==> src/rtl/qr_sram_arbiter.sv <==
// Shares one 32-bit SRAM word (four 256x8 banks) between the input-stream writer
// and two read requesters. Writes always win; reads are round-robin with optional locked bursts.
module qr_sram_arbiter #(
    parameter int AW = 8,
    parameter int DW = 32
) (
    input  logic          i_clk,
    input  logic          i_rst,
    input  logic          i_wr_vld,
    input  logic [AW-1:0] i_wr_addr,
    input  logic [DW-1:0] i_wr_data,
    input  logic [1:0]    i_rq_vld,
    input  logic [AW-1:0] i_rq_addr0,
    input  logic [AW-1:0] i_rq_addr1,
    input  logic [1:0]    i_rq_last,
    output logic [1:0]    o_rq_rdy,
    output logic          o_rd_vld,
    output logic          o_rd_id,
    output logic [DW-1:0] o_rd_data,
    output logic          o_sram_cen,
    output logic          o_sram_wen,
    output logic [AW-1:0] o_sram_a,
    output logic [DW-1:0] o_sram_d,
    input  logic [DW-1:0] i_sram_q
);

    typedef enum logic [1:0] {
        ARB    = 2'd0,
        BURST0 = 2'd1,
        BURST1 = 2'd2
    } state_t;

    state_t state_q, state_d;
    logic   rr_ptr_q, rr_ptr_d;
    logic   rd_vld_q, rd_vld_d;
    logic   rd_id_q, rd_id_d;

    logic   gnt_vld;
    logic   gnt_id;
    logic   gnt_last;

    // Read grant: suppressed by a write beat and held off entirely during reset.
    always_comb begin
        gnt_vld = 1'b0;
        gnt_id  = 1'b0;
        if (!i_rst && !i_wr_vld) begin
            unique case (state_q)
                ARB: begin
                    if (i_rq_vld[rr_ptr_q]) begin
                        gnt_vld = 1'b1;
                        gnt_id  = rr_ptr_q;
                    end else if (i_rq_vld[~rr_ptr_q]) begin
                        gnt_vld = 1'b1;
                        gnt_id  = ~rr_ptr_q;
                    end
                end
                BURST0: begin
                    if (i_rq_vld[0]) begin
                        gnt_vld = 1'b1;
                        gnt_id  = 1'b0;
                    end
                end
                BURST1: begin
                    if (i_rq_vld[1]) begin
                        gnt_vld = 1'b1;
                        gnt_id  = 1'b1;
                    end
                end
                default: ;
            endcase
        end
        gnt_last = i_rq_last[gnt_id];
    end

    always_comb begin
        state_d  = state_q;
        rr_ptr_d = rr_ptr_q;
        if (state_q != ARB && state_q != BURST0 && state_q != BURST1) begin
            state_d = ARB;
        end else if (gnt_vld) begin
            if (state_q == ARB) begin
                rr_ptr_d = ~gnt_id;
                if (!gnt_last) begin
                    state_d = gnt_id ? BURST1 : BURST0;
                end
            end else if (gnt_last) begin
                // Burst owner finished: the other requester goes first next time.
                state_d  = ARB;
                rr_ptr_d = ~gnt_id;
            end
        end
        rd_vld_d = gnt_vld;
        rd_id_d  = gnt_vld ? gnt_id : rd_id_q;
    end

    always_ff @(posedge i_clk or posedge i_rst) begin
        if (i_rst) begin
            state_q  <= ARB;
            rr_ptr_q <= 1'b0;
            rd_vld_q <= 1'b0;
            rd_id_q  <= 1'b0;
        end else begin
            state_q  <= state_d;
            rr_ptr_q <= rr_ptr_d;
            rd_vld_q <= rd_vld_d;
            rd_id_q  <= rd_id_d;
        end
    end

    always_comb begin
        o_rq_rdy   = 2'b00;
        o_sram_cen = 1'b1;
        o_sram_wen = 1'b1;
        o_sram_a   = '0;
        if (!i_rst && i_wr_vld) begin
            o_sram_cen = 1'b0;
            o_sram_wen = 1'b0;
            o_sram_a   = i_wr_addr;
        end else if (gnt_vld) begin
            o_sram_cen       = 1'b0;
            o_sram_a         = gnt_id ? i_rq_addr1 : i_rq_addr0;
            o_rq_rdy[gnt_id] = 1'b1;
        end
    end

    assign o_sram_d  = i_wr_data;
    assign o_rd_data = i_sram_q;
    assign o_rd_vld  = rd_vld_q;
    assign o_rd_id   = rd_id_q;

endmodule

==> config.mk <==
export PLATFORM = sky130hd
export DESIGN_NAME = qr_sram_arbiter
export DESIGN_NICKNAME = d
export VERILOG_FILES = /design/src/rtl/qr_sram_arbiter.sv
export SDC_FILE = /design/constraint.sdc
export NUM_CORES = 1
export LEC_CHECK = 0
export BUFFER_PORTS_ARGS = -buffer_cell sky130_fd_sc_hd__buf_2
export CAP_MARGIN = 15
export CORE_AREA = 2 2 66 68
export CTS_BUF_LIST = sky130_fd_sc_hd__clkbuf_8 sky130_fd_sc_hd__clkbuf_16
export DETAILED_ROUTE_END_ITERATION = 6
export DIE_AREA = 0 0 68 70
export GPL_TIMING_DRIVEN = 0
export PLACE_DENSITY = 0.74
export SYNTH_ARGS = -nofsm -noshare
export SYNTH_HDL_FRONTEND = slang
export SYNTH_SLANG_ARGS = --single-unit
==> constraint.sdc <==
create_clock -name i_clk -period 3 [get_ports i_clk]
set_input_delay 0.15 -clock i_clk [delete_from_list [all_inputs] [get_ports i_clk]]
set_output_delay 0.15 -clock i_clk [all_outputs]
set_load 0.01 [all_outputs]
======== After elaboration in Yosys (flattened, before gate mapping) ========
Index checks and enable logic that the tools add are counted.
storage, ports and cells
  register bits after elaboration ......... 5
  input port bits ......................... 95
  output and inout bits ................... 78
  logic and storage cells ................. 64
operators by class
  order comparisons ....................... 4
  equality and inequality tests ........... 5
  multiplexer cells ....................... 34
  bitwise gates (word level) .............. 3
  reductions and logical operators ........ 14
operators with widths
  operator                                            count
  two-way mux 8 bit                                   3
  two-way mux 1 bit                                   20
  two-way mux 2 bit                                   8
  < comparator 1 x 2 -> 1 bit, second input constant  3
  AND reduction 3 bit                                 2
  nonzero test 2 bit                                  3
  logical AND 1 bit                                   5
  != test 3 bit, second input constant                1
  inverter 1 bit                                      3
  case mux 1 bit (3 select lines)                     1
  nonzero test 3 bit                                  1
  == test 2 x 1 -> 1 bit, second input constant       1
  == test 2 bit, second input constant                1
  zero test 1 bit                                     2
  zero test 2 bit                                     1
  != test 2 x 1 -> 1 bit, second input constant       1
  != test 2 bit, second input constant                1
  case mux 1 bit (2 select lines)                     1
  demux 1 bit (select 1 bit)                          1
  >= comparator 1 bit, second input constant          1

======== Longest topological paths before layout ========
Gate-level depths: netlist of the first run.
  word-level depth ........................ 13
  mapped depth ............................ 4
  gate-level depth less buffers ........... 3

======== Worst setup path before layout of the first run ========
No wires, ideal clock.
  kind .................................... register -> output
  start ................................... reg state_q[1]
  end ..................................... out o_sram_a[0]
  data arrival time ....................... 1.242 ns
  slack ................................... 1.608 ns
  cell stages (with the launch flop) ...... 5
  path buffers ............................ 1
  cell sequence ........................... dfrtp_1 > nor4b_4 > o21a_2 > buf_6 > a221o_1
between the ends
  cells in the longest elaborated chain, start to end .. 6
  elaborated cells on any way between the ends .. 10
  classes of those cells .................. eq/ne: 2; mux: 7; reduce/logical: 1
ends and longest elaborated chain
  element                                                  RTL line  text
  start: declaration                                       33        state_t state_q, state_d;
  start signal: assignment                                 103       state_q <= state_d;
  == test 2 bit / zero test 2 bit (equally long branches)  47        unique case (state_q)
  case mux 1 bit (2 select lines)                          47
  two-way mux 1 bit                                        46        if (!i_rst && !i_wr_vld) begin
  two-way mux 8 bit                                        121       o_sram_a = gnt_id ? i_rq_addr1 : i_rq_addr0;
  two-way mux 8 bit *                                      119       end else if (gnt_vld) begin
  two-way mux 8 bit *                                      115       if (!i_rst && i_wr_vld) begin
  end: declaration                                         22        output logic [AW-1:0] o_sram_a,
Every way passes the cells marked *; elsewhere a longest branch is shown, timed or not.

======== Worst setup path in the final report of the first run ========
  start ................................... in i_rst
  end ..................................... out o_sram_a[1]
between the ends
  cells in the longest elaborated chain, start to end .. 6
  elaborated cells on any way between the ends .. 8
  classes of those cells .................. mux: 5; reduce/logical: 3
ends and longest elaborated chain
  element              RTL line  text
  start: declaration   8         input logic i_rst,
  zero test 1 bit *    46, 115
  logical AND 1 bit    46
  two-way mux 1 bit    46
  two-way mux 8 bit    121
  two-way mux 8 bit    119
  two-way mux 8 bit *  115
Marks and branches as above.

==> results.py, run 1 <==
metrics = {
    "setup_path": {
        "reg2reg_depth": 4,
        "reg2reg_slack_ns": 1.57,
        "cp_max_fo": 10,
        "rr_startpoint": "state_q[1]$_DFFE_PP0P_",
        "critPathLaunchType": "primary input",
        "arrival_ns": 1.79,
        "cp.required_ns": 2.85,
        "crit_type": "in -> out",
        "r2r-end": "o_rd_id$_DFFE_PP0P_",
        "end_kind": "output port",
    },
    "global_route": {
        "grt_first_pass_wirelength_mm": 3.87,
        "grt_max_degree": 11,
        "gr-usage-all-layers_pct": 10.6,
        "overflow": 0,
        "antenna_found_initial": 0,
        "first_global_vias": 934,
    },
    "detailed_routing": {
        "wl_met3_microns": 409,
        "antenna_left": 0,
        "vias": 1051,
        "via_per_inst": 3.85,
        "drc": 0,
        "wl_per_cell_microns": 10.1,
        "top_layer": "met4",
        "met2_length_mm": 1.49,
        "drt_pass1_iterations": 3,
        "wirelength_mm": 2.75,
        "wl_met1_microns": 786,
        "drt_iter0_drc": 2,
    },
    "synthesis": {
        "synth_nets": 203,
        "synth_seq_area_share_pct": 13.6,
        "synthDistinctLibCells": 22,
        "syn_area_sq_um": 920,
        "yosys-top-cells-area": "buf_4 52%, dfrtp_1 14%, a221o_1 8.7%",
        "synth_top_area_share_pct": 52.2,
        "ys_seq_elements": 5,
        "synth_largest_area_cell": "buf_4",
        "syn_avg_cell_area_sq_um": 8.52,
        "synth_warnings": 0,
        "synth_cells": 108,
    },
    "die": {
        "die_area_sq_um": 4760,
        "dieHeight_microns": 70,
        "die_w_microns": 68,
        "initial_core_util_pct": 22.2,
        "rows": 24,
        "io_pins": 173,
        "core_area_sq_um": 4140,
    },
    "hold_path": {
        "holdPathEnd": "state_q[1]$_DFFE_PP0P_",
        "hold_start": "i_rq_last[1]",
        "min-delay-path-class": "in -> reg",
        "holdPathStages": 2,
    },
    "final_layout": {
        "n_fill_cell": 433,
        "antenna_cells": 0,
        "area_delta_synth_final_pct": 71.8,
        "drive_above_1_share_pct": 82.8,
        "nNetsFinal": 317,
    },
    "pwr": {
        "p_leak_nw": 0.963,
        "ir_drop_mv": 0.135,
        "p_per_area_nw_per_um2": 333,
        "power.total_uw": 526,
    },
    "clocking": {
        "cts_resized": 0,
        "clk_transition_reported_paths_ns": 0.04,
        "h-tree-depth": 1,
        "clk_latency_ns": 0.22,
        "cts_buffer_depth": 2,
        "tritoncts": "yes",
        "clock_sinks": 5,
        "cts_buffers": 3,
        "cts_root_buf": "clkbuf_8",
    },
    "sta": {
        "worst_slew_pin_slew_ns": 0.307,
        "finalHoldViolCount": 0,
        "fin_skew_ns": 0.000970,
        "whs_ns": 0.118,
        "post-route-min-period_ns": 1.94,
        "fmax_mhz": 515,
        "worst_slack_ns": 1.06,
        "relSlewSlack_pct": 79.5,
        "finalSetupViolCount": 0,
        "rsz0062_at_grt": "no",
        "min_period_over_period_pct": 64.7,
        "slew_viol_final": 0,
        "tns_ns": 0,
    },
    "placed_design": {
        "gp_congestion": 0.762,
        "portBuffers": 108,
        "dp_hpwl_mm": 2.47,
        "post-place-ws_ns": 1.37,
    },
    "run": {
        "max_cap_viol_count": 0,
    },
    "status": {
        "status": "finished, final reports clean",
    },
}
## layer usage
layer / up-vias / global-route usage, %
met1: 431 / 9.78
met5: - / 0
met2: 94 / 20.7
li1: 520 / -
met3: 6 / 1.29
met4: 0 / 6.67
## cells by family (layout without fill, tap and decap cells)
kind of cell,count (synthesis),count (layout),synth area share (%)
AO/OA/AOI/OAI,17,17,15.8
buffers and inverters,69,182,56.1
flip-flops,5,5,13.6
AND/OR/NAND/NOR,17,17,14.6
## final cells by class
| type | instances | area [sq um] | share of cell area, % |
|---|---|---|---|
| multi-input combinational | 34 | 279 | 17.7 |
| timing repair buffer | 109 | 551 | 34.8 |
| tap | 52 | 65.1 | 4.12 |
| buffer | 67 | 508 | 32.1 |
| inverter | 2 | 7.51 | 0.475 |
| clock inverter | 1 | 3.75 | 0.238 |
| sequential | 5 | 125 | 7.92 |
| clock buffer | 3 | 41.3 | 2.61 |
## flip-flops by register name, indices dropped and copies added (netlist names)
name and flops:
o_rd_id 1, o_rd_vld 1, rr_ptr_q 1, state_q 2
## cells in the final DEF, fill, tap and decap left out, types with 2 or more instances in the layout
cell      instances
buf_2           109
buf_4            64
and2_1            8
a221o_1           8
dfrtp_1           5
clkbuf_8          3
nor4b_4           2
buf_6             2
nor2_1            2
inv_1             2
a21oi_1           2
a211oi_1          2
## per-stage QoR
stage / std cells / util, % / area [sq um]
CTS: 273 / 38.1 / 1580
detailed placement: 268 / 36.8 / 1530
floorplan: 108 / - / 920
finish: 273 / 38.1 / 1580
global route: 273 / 38.1 / 1580
global placement: 268 / 36.8 / 1530
## repair_timing
item / in CTS / in global routing
hold buffers: 1 / 0
hold endpoints to repair: 5 / 0
setup buffers: 0 / 0
## how the worst max path moves through the flow
stage	from	to	slack, ns	depth (start not counted)
after global placement	state_q[0]$_DFFE_PP0P_	o_sram_a[3]	1.40	5
after CTS	i_rst	o_sram_a[3]	1.05	7
after detailed placement	state_q[1]$_DFFE_PP0P_	o_sram_a[3]	1.37	5
after global routing	i_rst	o_sram_a[1]	0.94	7
after floorplan	state_q[1]$_DFFE_PP0P_	o_sram_a[0]	1.61	4
final	i_rst	o_sram_a[1]	1.06	7
## Yosys cell counts
| cell | instances |
|---|---|
| nand2_1 | 1 |
| o21ba_1 | 1 |
| or2_1 | 1 |
| nand2b_1 | 1 |
| nor4b_4 | 2 |
| o21a_2 | 1 |
| nor2_1 | 2 |
| a21oi_1 | 2 |
| or2_2 | 1 |
| and2_1 | 8 |
| a211oi_1 | 2 |
| a22o_1 | 1 |
| buf_6 | 2 |
| buf_2 | 1 |
| buf_4 | 64 |
| inv_2 | 1 |
| o21ai_1 | 1 |
| a221o_1 | 8 |
| inv_1 | 1 |
| dfrtp_1 | 5 |
| nor2b_1 | 1 |
| o21a_1 | 1 |
## critical path, cell delays in order
cell and delay (ns):
dlygate4sd3_1 0.54, buf_2 0.17, nor4b_4 0.31, o21a_1 0.19, buf_6 0.15, a221o_1 0.15
buf_2 0.13
## power by group
group	switching [mW]	internal (mW)	leakage (nW)
Clock	0.0328	0.0877	0.0269
Combinational	0.117	0.165	0.873
Sequential	0.0299	0.0939	0.0631
Total	0.179	0.346	0.963
Note: power is estimated with default switching activity, not from simulation.
==> run 2: changes to the inputs <==
--- a/config.mk
+++ b/config.mk
@@ -7,12 +7,12 @@
 export LEC_CHECK = 0
 export BUFFER_PORTS_ARGS = -buffer_cell sky130_fd_sc_hd__buf_2
 export CAP_MARGIN = 15
-export CORE_AREA = 2 2 66 68
+export CORE_AREA = 2 2 67 69
 export CTS_BUF_LIST = sky130_fd_sc_hd__clkbuf_8 sky130_fd_sc_hd__clkbuf_16
 export DETAILED_ROUTE_END_ITERATION = 6
-export DIE_AREA = 0 0 68 70
+export DIE_AREA = 0 0 69 71
 export GPL_TIMING_DRIVEN = 0
-export PLACE_DENSITY = 0.74
+export PLACE_DENSITY = 0.75
 export SYNTH_ARGS = -nofsm -noshare
 export SYNTH_HDL_FRONTEND = slang
 export SYNTH_SLANG_ARGS = --single-unit
==> constraint.sdc (replaced) <==
create_clock -name i_clk -period 1.66 [get_ports i_clk]
set_input_delay 0.083 -clock i_clk [delete_from_list [all_inputs] [get_ports i_clk]]
set_output_delay 0.083 -clock i_clk [all_outputs]
set_load 0.01 [all_outputs]
==> run 2 against run 1 <==
Effect of this change:
- clock-buffer cell count unchanged
- clock skew about the same
- clock power increased by 84%
- routed wire length up 5.7%
- final area up 2.5%
- total power grew 88%
- first-iteration DRC count grew to 13 times the previous value
- highest routed layer unchanged
- non-clock buffer count is 4 higher
- critical endpoint is now o_sram_a[3]
- largest power group unchanged
- hold slack worse by 0.066 ns
- die area increased by 2.9%
==> results.py, run 2 (synthesis results as in run 1) <==
metrics = {
    "status": {
        "status": "finished, final reports clean",
    },
    "final_layout": {
        "regMostFlops": "state_q",
        "nNetsFinal": 321,
        "n_fill_cell": 450,
        "final_cell_mix": "109 x buf_2, 68 x buf_4, 8 x and2_1, 8 x a221o_1",
        "drive_above_1_share_pct": 84.4,
        "largest_reg_flops": 2,
        "seqCellArea_sq_um": 128,
        "fin_util_pct": 38.5,
        "design_area_sq_um": 1620,
        "antenna_cells": 0,
        "multi_input_area_sq_um": 287,
        "area_delta_synth_final_pct": 76.2,
        "final_common_cell": "buf_2",
    },
    "sta": {
        "fin_skew_ns": 0.00114,
        "finalHoldViolCount": 0,
        "min_period_over_period_pct": 98.2,
        "slew_viol_final": 0,
        "finalSetupViolCount": 0,
        "rsz0062_at_grt": "yes",
        "fmax_mhz": 614,
        "worst_slew_pin_slew_ns": 0.241,
        "post-route-min-period_ns": 1.63,
        "relSlewSlack_pct": 83.9,
        "tns_ns": 0,
    },
    "pwr": {
        "power.total_uw": 989,
        "pwr-share-comb_pct": 55.1,
        "power_switching_uw": 333,
        "p_per_area_nw_per_um2": 611,
        "p_clk_share_pct": 22.3,
        "p_leak_nw": 0.988,
        "ir_drop_mv": 0.194,
        "sequentialPowerShare_pct": 22.6,
        "p_int_uw": 656,
        "netSwitchingFraction_pct": 33.7,
    },
    "detailed_routing": {
        "drt_iter0_drc": 26,
        "drt_pass1_iterations": 2,
        "via_per_inst": 3.92,
        "drc": 0,
        "antenna_left": 0,
        "vias": 1086,
        "wl_per_cell_microns": 10.5,
        "wirelength_mm": 2.91,
    },
    "setup_path": {
        "crit_type": "reg -> out",
        "end_kind": "output port",
        "cp.required_ns": 1.58,
        "cp_max_fo": 10,
        "arrival_ns": 1.55,
        "critPathLaunchType": "register",
    },
    "hold_path": {
        "min-delay-path-class": "in -> reg",
    },
    "clocking": {
        "cts_buffer_depth": 2,
        "clock_sinks": 5,
        "clk_latency_ns": 0.22,
        "h-tree-depth": 1,
        "clk_transition_reported_paths_ns": 0.04,
        "tritoncts": "yes",
        "cts_root_buf": "clkbuf_8",
        "cts_buffers": 3,
    },
    "die": {
        "die_w_microns": 69,
        "io_pins": 173,
        "initial_core_util_pct": 21.9,
        "die_area_sq_um": 4900,
        "core_area_sq_um": 4200,
        "rows": 24,
        "dieHeight_microns": 71,
    },
    "placed_design": {
        "dpl_cell_area_sq_um": 1530,
        "gp_congestion": 0.686,
        "portBuffers": 108,
        "dp_hpwl_mm": 2.54,
    },
    "global_route": {
        "gr-usage-all-layers_pct": 10.5,
        "grt_max_degree": 11,
        "grt_first_pass_wirelength_mm": 4.23,
        "overflow": 0,
        "first_global_vias": 986,
        "antenna_found_initial": 0,
    },
    "run": {
        "max_cap_viol_count": 0,
    },
}
run 2: cell count changes in the layout (fill, tap and decap cells not counted):
| cell | change |
|---|---|
| dfrtp_1 | -2 |
| nand2b_1 | -1 |
| buf_4 | +4 |
| dfrtp_2 | +2 |
| nand2b_4 | +1 |
run 2: path summary, 6_finish.rpt:
check / end / start / cells after the start / slack (ns)
max in group asynchronous: state_q[1]$_DFFE_PP0P_ / i_rst / 3 / 1.07
min in group asynchronous: state_q[0]$_DFFE_PP0P_ / i_rst / 3 / 0.39
worst min register to register: o_rd_id$_DFFE_PP0P_ / o_rd_id$_DFFE_PP0P_ / 1 / 0.48
worst min-delay path: state_q[0]$_DFFE_PP0P_ / i_rq_last[0] / 2 / 0.05
worst max register to register: o_rd_id$_DFFE_PP0P_ / state_q[1]$_DFFE_PP0P_ / 4 / 0.37
worst max-delay path: o_sram_a[3] / state_q[1]$_DFFE_PP0P_ / 5 / 0.03
run 2: critical path: stages, from the launching register on:
cell	delay, ns
dfrtp_2	0.43
nor4b_4	0.26
o21a_2	0.20
buf_6	0.14
a221o_1	0.16
buf_2	0.13
run 2: cell type report:
class	count	area share [%]
repair buffers	113	35.8
plain buffers	67	31.4
multi-input cells	34	17.7
flip-flops and latches	5	7.88
well taps	52	4.02
clock buffers	3	2.55
inverters	2	0.463
clock inverters	1	0.232
run 2: through the flow:
step           hold slack, ns  setup slack (ns)  instances
2_1_floorplan          -0.138             0.335        108
3_3_place_gp           0.0485             0.133        268
3_5_place_dp           0.0595            0.0902        268
4_1_cts                0.0562           0.00877        276
5_1_grt                0.0492           -0.0229        277
6_report               0.0521            0.0306        277
run 2: metal layers:
metal | track usage, % | vias up | part of all wire (%)
met3 | 1.71 | 5 | 11
met2 | 20.6 | 89 | 56
met1 | 10.7 | 461 | 31
li1 | - | 531 | -
met5 | 0 | - | 0
met4 | 5.45 | 0 | 1.7
run 2: repair_timing:
action                                  in CTS  in global routing
pin swaps                                    2                  0
hold buffers                                 1                  0
gates resized for setup                      1                  2
endpoints found under the hold margin        5                  0
setup buffers                                3                  1
endpoints found under the setup margin       8                  8
run 2: power groups by stage:
| stage | sequential, mW | clock, mW | combinational (mW) |
|---|---|---|---|
| 2_1_floorplan | 0.220 | 0 | 0.323 |
| 3_3_place_gp | 0.219 | 0 | 0.508 |
| 3_5_place_dp | 0.221 | 0 | 0.517 |
| 4_1_cts | 0.222 | 0.227 | 0.529 |
| 5_1_grt | 0.232 | 0.234 | 0.590 |
| 6_report | 0.224 | 0.221 | 0.545 |
